**src/rtl/lpif_rx_marker_align.sv**
```systemverilog
// LPIF receive marker checker and word-alignment lock FSM.
// Optional strobe qualification: define LPIF_RX_ALIGN_STROBE_CHECK_EN.
module lpif_rx_marker_align #(
    parameter int MARKER_WIDTH = 4,
    parameter int LOCK_COUNT   = 8,
    parameter int UNLOCK_COUNT = 4
) (
    input  logic                    clk_wr,
    input  logic                    rst_wr_n,
    input  logic                    rx_online_delay,
    input  logic                    rx_word_valid,
    input  logic [MARKER_WIDTH-1:0] rx_mrk_userbit,
    input  logic                    rx_stb_userbit,
    input  logic                    err_clr,
    output logic                    rx_aligned,
    output logic [1:0]              rx_align_state,
    output logic                    rx_align_err,
    output logic [15:0]             err_count,
    output logic [31:0]             rx_align_debug_status
);

    typedef enum logic [1:0] {
        IDLE   = 2'd0,
        HUNT   = 2'd1,
        LOCKED = 2'd2,
        SLIP   = 2'd3
    } state_t;

    localparam logic [MARKER_WIDTH-1:0] MRK_GOOD =
        MARKER_WIDTH'(1) << (MARKER_WIDTH - 1);
    localparam logic [7:0] LOCK_TH   = 8'(LOCK_COUNT);
    localparam logic [7:0] UNLOCK_TH = 8'(UNLOCK_COUNT);

    state_t     state;
    logic [7:0] good_cnt;
    logic [7:0] bad_cnt;
    logic       online_q;
    logic       word_good;
    logic       word_bad;
    logic       err_inc;

`ifdef LPIF_RX_ALIGN_STROBE_CHECK_EN
    assign word_good = rx_word_valid
                    && (rx_mrk_userbit == MRK_GOOD)
                    && rx_stb_userbit;
`else
    logic unused_stb;
    assign unused_stb = rx_stb_userbit;
    assign word_good  = rx_word_valid
                     && (rx_mrk_userbit == MRK_GOOD);
`endif

    assign word_bad = rx_word_valid && !word_good;

    // Going offline suppresses the error accounting of the same cycle.
    assign err_inc = rx_online_delay && word_bad
                  && ((state == LOCKED) || (state == SLIP));

    always_ff @(posedge clk_wr or negedge rst_wr_n) begin
        if (!rst_wr_n) begin
            state        <= IDLE;
            good_cnt     <= 8'd0;
            bad_cnt      <= 8'd0;
            rx_aligned   <= 1'b0;
            rx_align_err <= 1'b0;
            online_q     <= 1'b0;
        end else begin
            rx_align_err <= 1'b0;
            online_q     <= rx_online_delay;
            if (!rx_online_delay) begin
                state      <= IDLE;
                good_cnt   <= 8'd0;
                bad_cnt    <= 8'd0;
                rx_aligned <= 1'b0;
            end else begin
                unique case (state)
                    IDLE: begin
                        state    <= HUNT;
                        good_cnt <= 8'd0;
                        bad_cnt  <= 8'd0;
                    end
                    HUNT: begin
                        if (word_good) begin
                            if (good_cnt + 8'd1 == LOCK_TH) begin
                                state      <= LOCKED;
                                rx_aligned <= 1'b1;
                                good_cnt   <= 8'd0;
                                bad_cnt    <= 8'd0;
                            end else begin
                                good_cnt <= good_cnt + 8'd1;
                            end
                        end else if (word_bad) begin
                            good_cnt <= 8'd0;
                        end
                    end
                    LOCKED: begin
                        if (word_bad) begin
                            rx_align_err <= 1'b1;
                            if (UNLOCK_TH == 8'd1) begin
                                state      <= HUNT;
                                rx_aligned <= 1'b0;
                                good_cnt   <= 8'd0;
                            end else begin
                                state   <= SLIP;
                                bad_cnt <= 8'd1;
                            end
                        end
                    end
                    SLIP: begin
                        if (word_good) begin
                            state   <= LOCKED;
                            bad_cnt <= 8'd0;
                        end else if (word_bad) begin
                            rx_align_err <= 1'b1;
                            if (bad_cnt + 8'd1 == UNLOCK_TH) begin
                                state      <= HUNT;
                                rx_aligned <= 1'b0;
                                good_cnt   <= 8'd0;
                                bad_cnt    <= 8'd0;
                            end else begin
                                bad_cnt <= bad_cnt + 8'd1;
                            end
                        end
                    end
                    default: state <= IDLE;
                endcase
            end
        end
    end

    always_ff @(posedge clk_wr or negedge rst_wr_n) begin
        if (!rst_wr_n) begin
            err_count <= 16'd0;
        end else if (err_clr) begin
            err_count <= 16'd0;
        end else if (err_inc && (err_count != 16'hFFFF)) begin
            err_count <= err_count + 16'd1;
        end
    end

    assign rx_align_state = state;
    assign rx_align_debug_status =
        {12'h0, online_q, rx_aligned, rx_align_state, err_count};

endmodule

```
**config.mk**
```make
export PLATFORM = sky130hd
export DESIGN_NAME = lpif_rx_marker_align
export DESIGN_NICKNAME = d
export VERILOG_FILES = /design/src/rtl/lpif_rx_marker_align.sv
export SDC_FILE = /design/constraint.sdc
export NUM_CORES = 1
export LEC_CHECK = 0
export BUFFER_PORTS_ARGS = -buffer_cell sky130_fd_sc_hd__buf_2
export CAP_MARGIN = 20
export CORE_UTILIZATION = 45
export CTS_CLUSTER_SIZE = 25
export DETAILED_ROUTE_END_ITERATION = 6
export PLACE_DENSITY = 0.7
export SYNTH_ARGS = -nofsm -noshare
export SYNTH_HDL_FRONTEND = slang
export SYNTH_SLANG_ARGS = --single-unit
```
**constraint.sdc**
```tcl
create_clock -name clk_wr -period 3.5 [get_ports clk_wr]
set_input_delay 0.35 -clock clk_wr [delete_from_list [all_inputs] [get_ports clk_wr]]
set_output_delay 0.35 -clock clk_wr [all_outputs]
set_load 0.03 [all_outputs]
```
==> key figures <==
Outcome
  • Outcome: completed

Finish
  • Share of cells above drive strength 1: 22.66%
  • Final nets: 290
  • P&R area growth vs syn: 6.819%
  • ANT cells: 0
  • Most frequent cells in the layout: buf_2, dfrtp_1, nor2_1, nand2_1, o21ai_0
  • Commonest non-fill, non-tap cell in the layout: buf_2
  • Final core utilization: 50.86%

Clocking
  • CTS tree: yes
  • Cts hold-fix bufs: 0
  • CTS clk-pin slew, worst paths: 0.07 ns
  • Post-CTS Resized: 0
  • CTS root buffer: clkbuf_8
  • H-tree depth: 2
  • Num CTS Buffers: 5
  • Clock Path Buffers: 2
  • Clock Latency Late Sink: 0.28 ns
  • Setup repair bufs after CTS: 0
  • Clk sink count: 37

Synth
  • Yosys reg bits: 37
  • Synth Instances: 253
  • Mapped Avg Cell Area: between 9 and 10 µm²
  • FFs w/ async S/R, synth: 100.0%
  • Synth warnings: 0
  • Ys flop type: dfrtp_1
  • EDFF count, synth: 0
  • Yosys cell types: 47
  • Mapped cell area: 2293 µm²
  • Post-synthesis sequential area ratio: 40.37%

Route
  • Final WL: 4.422 mm
  • Routed vias: 1850
  • Post-DR vias/cell: 5.362
  • Number of remaining DRC errors: 0
  • Post-route ant nets: 0
  • Drt first pass iters: 4
  • Per-cell routed wire length: 12.82 µm
  • Initial drt markers: 117

Placement
  • IO buf count: 48
  • Pre-CTS WS: about 1.2 ns
  • Routability Congestion: 0.8176
  • DP Wirelength: 3.113 mm

Global routing
  • Total GRT Usage: 17.35%
  • First-pass GRT wire length: 7.362 mm
  • Vias in the first global route: 1636
  • Initial antenna violation count: 0
  • Total grt overflow: 0
  • Largest net degree at the start of global routing: 38

Die
  • Initial Utilization: roughly 48%
  • # rows: 25
  • CORE AREA: 4817 µm²
  • Die extent in x: 73.39 µm
  • # IOs: 62
  • DIE AREA: 5386 µm²
  • DIE HEIGHT: 73.39 µm

STA
  • Final worst-path cycle share: 67.32%
  • Fmax: 0.4244 GHz
  • Final setup margin: 1.144 ns
  • Least-Margin Pin Slew: between 0.7 and 0.8 ns
  • Final hold slack: around 0.15 ns
  • Slew HR: between 40% and 50%
  • RSZ-0062 raised after global routing: false
  • Slew Viols, Final: 0
  • Setup violation total in the final timing report: 0
  • Hold Vio Cnt, Final: 0
  • Minimum clock period: between 2 and 2.5 ns
  • Total negative slack: 0 ns
  • Clock skew: 0.005958 ns

Setup path
  • Crit end category: flop
  • WP data required: roughly 3.7 ns
  • Critical path arrival: 2.57 ns
  • CP startpoint kind: flop
  • Worst Path Class, Setup: reg2reg
  • Max FO, Critical Path: 12

Flow run
  • Max_cap viols: 0

Power
  • Static leakage: about 0.0012 µW
  • VDD IR max: around 200 µV
  • P per Cell Area: about 310 nW/µm²

Worst hold path
  • Hold Crit Class: in2async
==> where the power goes <==
part,internal [µW],switching (µW),leakage [µW]
Sequential,428,1.98,0.000513
Combinational,8.40,42.3,0.000642
Clock,138,146,0.0000450
==> metal layers <==
layer	share of wire, %	up-vias	global-route usage (%)
met5	0	-	0
met4	0.41	0	4.701
met3	4.3	4	3.978
met2	48	56	28.81
met1	47	877	22.78
li1	-	913	-
==> state kept, by name (all words and copies together) (netlist names) <==
name	count
bad_cnt	8
rx_aligned	1
err_count	16
online_q	1
rx_align_err	1
rx_align_state	2
good_cnt	8
==> cells by family after synthesis <==
group,synth area share (%)
fa+ha+maj,1.637
simple gates,23.30
other cells,0.1635
mux,1.364
buf+inv,13.04
flops,40.37
compound gates,15.93
xor+xnor,4.201
==> worst max-delay path, cell delays in order (launching register included) <==
cell	delay, ns
dfrtp_1	0.55
nand3_1	0.18
nor2_1	0.61
o2111ai_2	0.37
or3_1	0.44
a21oi_1	0.14
==> cell type report <==
type | count | area, µm²
well taps | 67 | 83.83
inverters | 2 | 7.507
flip-flops and latches | 37 | 925.9
repair buffers | 48 | 240.2
fillers | 503 | 2367
clock inverters | 2 | 10.01
multi-input cells | 183 | 1110
clock buffers | 6 | 72.57
==> stage by stage <==
step / cell area (µm²) / instances / total power [µW]
floorplan: 2335 / 264 / 484.8
global placement: 2367 / 337 / 490.4
detailed placement: 2367 / 337 / 490.5
CTS: 2450 / 345 / 779.6
global route: 2450 / 345 / 799.0
finish: 2450 / 345 / 765.7
==> cells in the mapped netlist (all sizes together), types with 4 or more instances <==
| cell | count | share of area, % |
|---|---|---|
| nor2 | 24 | 3.9 |
| o21ai | 23 | 5.2 |
| nand3 | 9 | 2.0 |
| clkbuf | 4 | 0.71 |
| a21oi | 10 | 2.7 |
| or3 | 6 | 1.6 |
| o31ai | 7 | 2.3 |
| nand4 | 7 | 1.9 |
| and3 | 8 | 2.2 |
| xor2 | 11 | 4.2 |
| buf | 38 | 12 |
| o211ai | 5 | 1.6 |
| nand2 | 22 | 3.6 |
| dfrtp | 37 | 40 |
==> final timing paths <==
check / startpoint / cells past startpoint / slack [ns] / endpoint
worst max-delay path: rx_align_state[1] / 5 / 1.14 / err_count[11]
worst min-delay path: rst_wr_n / 1 / 0.15 / bad_cnt[4]
worst max register to register: rx_align_state[1] / 5 / 1.14 / err_count[11]
worst min register to register: bad_cnt[7] / 1 / 0.50 / bad_cnt[7]
max in group asynchronous: rst_wr_n / 1 / 2.84 / bad_cnt[1]
min in group clk_wr: rx_online_delay / 1 / 0.29 / online_q
Power figures use the tool's default switching activity.
